### src/rtl/ahb_dma_master.sv
// Single-channel AHB-Lite DMA master: copies a block of 32-bit words, one read then one write per word.
// Latency: 1 + 4N + 1 cycles for N words with zero-wait slaves; each slave wait cycle adds one cycle.
// Backpressure: in_HREADY low stretches the current data phase; all bus outputs are registered and held.
//
// Ports:
//   in_HCLK, in_HRESET          bus clock, async active-low reset
//   in_HREADY, in_HRDATA        slave response (s2m mux)
//   out_HADDR/HWRITE/HWDATA     master request; HADDR parks at IDLE_ADDR when no address phase
//   in_start, in_abort          control; start sampled in IDLE, abort is a level sampled while busy
//   in_src_addr, in_dst_addr    byte addresses, bits [1:0] ignored
//   in_word_count               words to copy (0 completes immediately)
//   out_busy/done/aborted       status; done/aborted are one-cycle pulses
//   out_words_done              words fully written in the current or last copy
module ahb_dma_master #(
  parameter logic [31:0] IDLE_ADDR = 32'hFFFF_FFF0,
  parameter int          CNT_W     = 16
) (
  input  logic             in_HCLK,
  input  logic             in_HRESET,
  input  logic             in_HREADY,
  input  logic [31:0]      in_HRDATA,
  output logic [31:0]      out_HADDR,
  output logic             out_HWRITE,
  output logic [31:0]      out_HWDATA,
  input  logic             in_start,
  input  logic             in_abort,
  input  logic [31:0]      in_src_addr,
  input  logic [31:0]      in_dst_addr,
  input  logic [CNT_W-1:0] in_word_count,
  output logic             out_busy,
  output logic             out_done,
  output logic             out_aborted,
  output logic [CNT_W-1:0] out_words_done
);

  typedef enum logic [2:0] {
    IDLE = 3'd0,
    RD_A = 3'd1,
    RD_D = 3'd2,
    WR_A = 3'd3,
    WR_D = 3'd4,
    FIN  = 3'd5
  } state_t;

  state_t           state;
  logic [31:0]      src_q;
  logic [31:0]      dst_q;
  logic [31:0]      data_q;
  logic [CNT_W-1:0] rem_q;
  logic             abort_pend;
  logic             abort_seen;

  // Byte-lane bits of the addresses are deliberately dropped.
  logic unused_addr_lsbs;
  assign unused_addr_lsbs = ^{in_src_addr[1:0], in_dst_addr[1:0]};

  // An abort arriving in the same cycle a write completes still counts.
  assign abort_seen = abort_pend | in_abort;

  // Bus outputs are registered: each one is loaded on the transition into the
  // state that needs it, so they are glitch-free and already valid on entry.
  always_ff @(posedge in_HCLK or negedge in_HRESET) begin
    if (!in_HRESET) begin
      state          <= IDLE;
      src_q          <= '0;
      dst_q          <= '0;
      data_q         <= '0;
      rem_q          <= '0;
      abort_pend     <= 1'b0;
      out_HADDR      <= IDLE_ADDR;
      out_HWRITE     <= 1'b0;
      out_HWDATA     <= '0;
      out_busy       <= 1'b0;
      out_done       <= 1'b0;
      out_aborted    <= 1'b0;
      out_words_done <= '0;
    end else begin
      out_done    <= 1'b0;
      out_aborted <= 1'b0;

      // FIN is excluded: once the end is decided an abort has nothing to stop.
      if (state != IDLE && state != FIN && in_abort)
        abort_pend <= 1'b1;

      case (state)
        IDLE: begin
          out_HADDR  <= IDLE_ADDR;
          out_HWRITE <= 1'b0;
          abort_pend <= 1'b0;
          if (in_start) begin
            src_q          <= {in_src_addr[31:2], 2'b00};
            dst_q          <= {in_dst_addr[31:2], 2'b00};
            rem_q          <= in_word_count;
            out_words_done <= '0;
            out_busy       <= 1'b1;
            if (in_word_count != '0) begin
              state     <= RD_A;
              out_HADDR <= {in_src_addr[31:2], 2'b00};
            end else begin
              state    <= FIN;
              out_done <= 1'b1;
            end
          end
        end

        RD_A: begin
          if (in_HREADY) begin
            state     <= RD_D;
            out_HADDR <= IDLE_ADDR;
          end
        end

        RD_D: begin
          if (in_HREADY) begin
            data_q     <= in_HRDATA;
            state      <= WR_A;
            out_HADDR  <= dst_q;
            out_HWRITE <= 1'b1;
          end
        end

        WR_A: begin
          if (in_HREADY) begin
            state      <= WR_D;
            out_HADDR  <= IDLE_ADDR;
            out_HWRITE <= 1'b0;
            out_HWDATA <= data_q;
          end
        end

        WR_D: begin
          if (in_HREADY) begin
            src_q          <= src_q + 32'd4;
            dst_q          <= dst_q + 32'd4;
            rem_q          <= rem_q - CNT_W'(1);
            out_words_done <= out_words_done + CNT_W'(1);
            if (rem_q == CNT_W'(1) || abort_seen) begin
              state <= FIN;
              // Having moved every word is a normal end even if abort was also asked for.
              if (rem_q == CNT_W'(1))
                out_done <= 1'b1;
              else
                out_aborted <= 1'b1;
            end else begin
              state     <= RD_A;
              out_HADDR <= src_q + 32'd4;
            end
          end
        end

        FIN: begin
          state    <= IDLE;
          out_busy <= 1'b0;
        end

        default: begin
          state <= IDLE;
        end
      endcase
    end
  end

endmodule
### config.mk
export PLATFORM = sky130hd
export DESIGN_NAME = ahb_dma_master
export DESIGN_NICKNAME = d
export VERILOG_FILES = /design/src/rtl/ahb_dma_master.sv
export SDC_FILE = /design/constraint.sdc
export NUM_CORES = 1
export LEC_CHECK = 0
export ABC_AREA = 1
export CAP_MARGIN = 10
export CELL_PAD_IN_SITES_DETAIL_PLACEMENT = 0
export CELL_PAD_IN_SITES_GLOBAL_PLACEMENT = 2
export CORE_ASPECT_RATIO = 1.2
export CORE_MARGIN = 4
export CORE_UTILIZATION = 30
export DETAILED_ROUTE_END_ITERATION = 12
export PLACE_DENSITY = 0.81
export SYNTH_ARGS = -nofsm -noshare
export SYNTH_HDL_FRONTEND = slang
export SYNTH_SLANG_ARGS = --single-unit
### constraint.sdc
create_clock -name in_HCLK -period 1.9 [get_ports in_HCLK]
set_clock_uncertainty 0.15 [all_clocks]
set_input_delay 0.38 -clock in_HCLK [delete_from_list [all_inputs] [get_ports in_HCLK]]
set_output_delay 0.38 -clock in_HCLK [all_outputs]
set_load 0.005 [all_outputs]
==> results of run 1 <==
-- placed cells by master (no fill, tap or decap), drive strengths merged, types with 2 or more instances in the layout --
cell             n
nand2          468
nor2           214
buf            202
dfrtp          167
clkdlybuf4s50  140
inv            128
nand3          126
o21ai           90
mux2            55
a21oi           53
dlygate4sd2     33
clkbuf          29
dfstp           28
dlymetal6s2s    22
o22ai           20
o211ai          17
o21bai          15
nor3            14
nand4           13
nand3b          10
or2             10
clkinv           9
xor2             8
ha               5
a31oi            4
clkinvlp         3
and2             3
o221ai           3
a22oi            3
nor4             2
bufinv           2
-- final timing paths --
kind                               start       endpoint  slack [ps]  cells past startpoint
hold reg to reg            out_HADDR[29]  out_HADDR[29]         320                      2
hold / removal                 in_HRESET      src_q[28]         240                      2
max in group asynchronous      in_HRESET     data_q[19]         720                      3
min in group in_HCLK       out_HADDR[29]  out_HADDR[29]         320                      2
setup / recovery                state[0]       dst_q[8]         -40                     10
setup reg to reg                state[0]       dst_q[8]         -40                     10
-- cells by family (layout without fill, tap and decap cells) --
group | Yosys count | after routing | share of synthesized area [%]
and+or+nand+nor | 860 | 861 | 31.8
DFF | 195 | 195 | 43.8
buffers and inverters | 187 | 569 | 6.94
adders and majority gates | 5 | 5 | 0.557
xor gates and xnor gates | 9 | 9 | 0.702
AOI/OAI and AO/OA | 211 | 211 | 10.7
muxes | 55 | 55 | 5.51
-- power groups by stage --
stage / Combinational [mW] / Clock (mW) / Sequential [mW]
floorplan: 5.51 / 0 / 7.53
global placement: 11.0 / 0 / 7.81
detailed placement: 11.1 / 0 / 7.88
CTS: 11.5 / 4.01 / 7.79
global route: 13.9 / 4.18 / 8.09
finish: 12.8 / 3.95 / 7.87
-- timing repair --
action | in CTS | in global routing
gates cloned | 5 | 12
setup buffers | 20 | 22
pin swaps | 7 | 44
hold buffers | 1 | 0
endpoints found under the setup margin | 128 | 177
resized for setup | 77 | 157
hold endpoints to repair | 20 | 0
-- metal layers --
layer | wire [um] | GRT usage, % | up-vias
li1 | - | - | 5715
met5 | 0 | 0 | -
met3 | 1820 | 2.61 | 63
met4 | 1460 | 7.46 | 0
met2 | 22500 | 36.1 | 307
met1 | 19700 | 27.6 | 5641
-- state kept, by name, summed over array words and instances (netlist names) --
register,count
abort_pend,1
data_q,32
dst_q,30
out_HADDR,31
out_HWDATA,32
out_HWRITE,1
out_aborted,1
out_busy,1
out_done,1
out_words_done,16
rem_q,16
src_q,30
state,3
-- through the flow --
step	std cells	instance area [um2]
after floorplan	1522	11200
after global placement	2288	14900
after detailed placement	2288	14900
after CTS	2346	16000
after global routing	2379	16900
final	2379	16900
-- layout make-up --
class | count | area (um2)
fill | 3685 | 20000
clock inverter | 15 | 214
inverter | 127 | 504
clock buffer | 17 | 425
timing repair buffer | 410 | 4220
sequential | 195 | 4930
tap | 474 | 593
multi-input combinational | 1141 | 6000
-- critical path, cell delays in order (launching register included) --
cell and delay (ps):
dfrtp_1 420, nor2_4 160, buf_6 130, nand2_4 50
nor2_4 190, inv_2 140, nand2_8 140, buf_12 150
buf_16 130, a22o_1 130, inv_1 30
==> results.cfg, run 1 <==
[run_status]
status = complete, but fails checks
violations = setup timing

[power]
vdd_drop_max_mv = 0.688
internal-power_mw = 14.5
clockPowerShare_pct = 16.1
combPwrFrac_pct = 51.9
p_seq_share_pct = 32.0
power_mw = 24.6
p_sw_mw = 10.1
powerDensity_nw_per_um2 = 1460
p_leak_nw = 7.76
p_sw_share_pct = 41.0

[timing]
slew_viol_final = 0
fin_setup_tns_ps = -271
setup_viol = 15
min_period_ps = 1940
finalHoldViolCount = 0
timing.fmax_mhz = 515
worstMarginPinSlew_ps = 430
slew_headroom_pct = 71.1
post-route-period-util_pct = 102
setup_ws_ps = -43.2
rsz0062_at_grt = true
fin_hold_ws_ps = 241

[critical_path]
arrival_ps = 2150
start_kind = flip-flop
endpoint_kind = flip-flop
worst-setup-path-type = reg -> reg
cp.required_ps = 2100
crit_fanout = 5

[placed_design]
dp_hpwl_mm = 33.2
dp_slack_ps = -394
place.gp.congestion = 0.885
numPortBuffers = 196

[yosys]
synth_area_leaders = dfrtp_1 37%, nand2_1 15%, nor2_1 6.9%
avgSynthCellArea_um2 = 7.38
synth_top_area_share_pct = 37.2
synth_common_cells = 459 x nand2_1, 207 x nor2_1, 167 x dfrtp_1
synthCells = 1522
syn_area_um2 = 11200
synth-seq-cells = 195
synth_largest_area_cell = dfrtp_1
async_flop_share_pct = 100
syn-num-nets = 1644
synth_warnings = 0
synth_most_common_cell = nand2_1
synth.distinct_cells = 43
synth_flop_cell = dfrtp_1
ys_seq_area_share_pct = 43.8
synth-edff-count = 0

[clocking]
cts_buffer_depth = 2
cts_tree = built
root_buffer = clkbuf_16
clk_pin_slew_ps = 80
cts_max_level = 4
numCtsBuffers = 17
clk_latency_ps = 450
cts.sinks = 195

[global_route]
grt.total_usage_pct = 21.1
grt.overflow.total = 0
antenna_found_initial = 0
grt_max_degree = 64
grt_pass1_wl_mm = 66.2
first_global_vias = 11600

[die]
dieArea_um2 = 40600
core_area_um2 = 36900
die_h_um = 220
ios = 201
core.rowCount = 77
initial_core_util_pct = 30.4
die_x_um = 185

[route]
drc_errors = 0
wl_mm = 45.5
post_drt_via_cell_ratio = 4.93
avgRoutedWirePerCell_um = 19.1
antenna_left = 0
drtIter0Drc = 724
vias = 11700
firstDrtPassIters = 5

[finish]
antenna_cells = 0
syn_to_final_growth_pct = 50.4
fin_util_pct = 45.8
final_nets = 2014
drive_above_1_share_pct = 24.6

[min_path]
hold_path.class = in -> async

[flow_run]
drv_cap = 0
(Power assumes the default switching activity.)
==> run 2, diff against run 1 <==
--- a/config.mk
+++ b/config.mk
@@ -11,9 +11,9 @@
 export CELL_PAD_IN_SITES_GLOBAL_PLACEMENT = 2
 export CORE_ASPECT_RATIO = 1.2
 export CORE_MARGIN = 4
-export CORE_UTILIZATION = 30
+export CORE_UTILIZATION = 32
 export DETAILED_ROUTE_END_ITERATION = 12
-export PLACE_DENSITY = 0.81
+export PLACE_DENSITY = 0.86
 export SYNTH_ARGS = -nofsm -noshare
 export SYNTH_HDL_FRONTEND = slang
 export SYNTH_SLANG_ARGS = --single-unit
==> constraint.sdc (replaced) <==
create_clock -name in_HCLK -period 2.5 [get_ports in_HCLK]
set_clock_uncertainty 0.15 [all_clocks]
set_input_delay 0.5 -clock in_HCLK [delete_from_list [all_inputs] [get_ports in_HCLK]]
set_output_delay 0.5 -clock in_HCLK [all_outputs]
set_load 0.005 [all_outputs]
==> run 2 against run 1 <==
The flow now finishes without violations. Sequential share of layout area rose by 4.6 points. First-iteration DRC count rose by 6.8%. Register-to-register slack improved by 330 ps. Wire length fell by 13%. Design area fell by 14%. Power fell by 35%. Largest cell class unchanged. Largest power group unchanged.
==> results.cfg, run 2 (synthesis gave the netlist of run 1 again) <==
[die]
initial_core_util_pct = 32.7
die_h_um = 213
ios = 201
core.rowCount = 74
die_x_um = 179
dieArea_um2 = 38200
core_area_um2 = 34400

[critical_path]
path_common_cell = nand2_1
crit_path_cell_trace = nor2_2 > nand2_2 > nand3_1 > nand2_2 > a21oi_1 > nand2_1 > nand2_1 > nand2_1
cp.required_ps = 2750
arrival_ps = 2460
slowest_stage = dfrtp_1
start_kind = flip-flop
endpoint_kind = flip-flop
max_stage_delay_ps = 460
worst-setup-path-type = reg -> reg
crit_fanout = 22
crit_buf_inv = 0
cp_top_family = simple AND/OR/NAND/NOR gates

[clocking]
ctsResizeCount = 0
cts_tree = built
cts_max_level = 4
root_buffer = clkbuf_16
cts.sinks = 195
clk_pin_slew_ps = 80
cts_buffer_depth = 2
clk_latency_ps = 460
post-cts-setup-buffers = 0
numCtsBuffers = 17
ctsHoldBuffers = 1

[power]
internal-power_mw = 9.30
p_seq_share_pct = 38.0
p_leak_nw = 6.27
p_sw_mw = 6.66
power_mw = 16.0
clockPowerShare_pct = 17.5
p_sw_share_pct = 41.7
vdd_drop_max_mv = 0.608
combPwrFrac_pct = 44.6
powerDensity_nw_per_um2 = 1100

[finish]
final_cell_mix = 459 x nand2_1, 206 x nor2_1, 195 x clkdlybuf4s50_1, 167 x dfrtp_1, 125 x nand3_1
biggestRegsByFlops = data_q (32), out_HWDATA (32), out_HADDR (31)
syn_to_final_growth_pct = 29.2
drive_above_1_share_pct = 10.5
antenna_cells = 0
final_nets = 1835
stdcell_count = 2182
final_common_cell = nand2_1

[timing]
slew_viol_final = 0
setup_viol = 0
fin_setup_tns_ps = 0
timing.fmax_mhz = 451
worstMarginPinSlew_ps = 663
post-route-period-util_pct = 88.6
fin_hold_ws_ps = 317
slew_headroom_pct = 55.8
finalHoldViolCount = 0
min_period_ps = 2220
rsz0062_at_grt = false

[route]
firstDrtPassIters = 5
drtIter0Drc = 773
vias = 10800
drc_errors = 0
post_drt_via_cell_ratio = 4.95
antenna_left = 0
avgRoutedWirePerCell_um = 18.2
wl_mm = 39.7

[global_route]
grt_pass1_wl_mm = 61.0
antenna_found_initial = 0
grt_max_degree = 71
first_global_vias = 10700
grt.overflow.total = 0
grt.total_usage_pct = 21.0

[flow_run]
drv_cap = 0

[min_path]
hold_path.class = reg -> reg

[placed_design]
place.gp.congestion = 0.886
numPortBuffers = 196
dp_hpwl_mm = 30.5
dp.cells = 2149

[run_status]
status = finished, final reports clean
-- run 2: changes by cell type in the layout (fill, tap and decap cells not counted), moves of 11 or more --
cell / before / now
buf_4: 160 / 21
buf_6: 15 / 0
clkbuf_16: 28 / 17
clkdlybuf4s50_1: 140 / 195
dfrtp_1: 151 / 167
dfrtp_2: 16 / 0
dlygate4sd2_1: 33 / 0
dlymetal6s2s_1: 22 / 0
nand2_1: 441 / 459
nor2_1: 175 / 206
nor2_2: 26 / 5
o21ai_0: 69 / 85
-- run 2: power by group through the flow --
| stage | Sequential (mW) | Combinational, mW | Clock, mW |
|---|---|---|---|
| after global routing | 6.27 | 7.96 | 2.99 |
| after detailed placement | 6.10 | 7.17 | 0 |
| final | 6.06 | 7.11 | 2.79 |
| after global placement | 6.04 | 7.08 | 0 |
| after CTS | 6.05 | 7.20 | 2.87 |
| after floorplan | 5.72 | 4.19 | 0 |
-- run 2: final timing paths --
| path | startpoint | end | slack, ps | cells after the start |
|---|---|---|---|---|
| worst max-delay path | state[0] | out_HADDR[24] | 280 | 8 |
| worst min-delay path | out_HADDR[16] | out_HADDR[16] | 320 | 2 |
| worst max register to register | state[0] | out_HADDR[24] | 280 | 8 |
| worst min register to register | out_HADDR[16] | out_HADDR[16] | 320 | 2 |
| max in group asynchronous | in_HRESET | out_HADDR[18] | 950 | 3 |
| min in group asynchronous | in_HRESET | rem_q[4] | 470 | 2 |
-- run 2: metal layers --
metal  vias up  GRT usage [%]  part of all wire (%)
met4         0           6.17                   2.2
li1       5336              -                     -
met1      5173           27.4                    43
met5         -              0                     0
met3        43           2.87                   4.2
met2       244           36.4                    50
-- run 2: worst min-delay path, cell delays in order (launching register included) --
cell and delay [ps]:
dfstp_2 370, nand2_1 50, nand2_1 40
-- run 2: area by class of cell --
cell class                      count  area (um2)
Multi-Input combinational cell   1140        5550
Fill cell                        3552       19800
Timing Repair Buffer              232        2410
Clock inverter                     15         163
Tap cell                          456         571
Sequential cell                   195        4910
Inverter                          127         478
Clock buffer                       17         425
-- run 2: through the flow --
stage	cell area (um2)	setup WS (ps)	utilization, %
4_1_cts	14500	290	42.3
3_5_place_dp	13900	79.5	40.5
2_1_floorplan	11200	721	-
5_1_grt	14500	110	42.3
3_3_place_gp	13900	105	40.5
6_report	14500	284	42.3
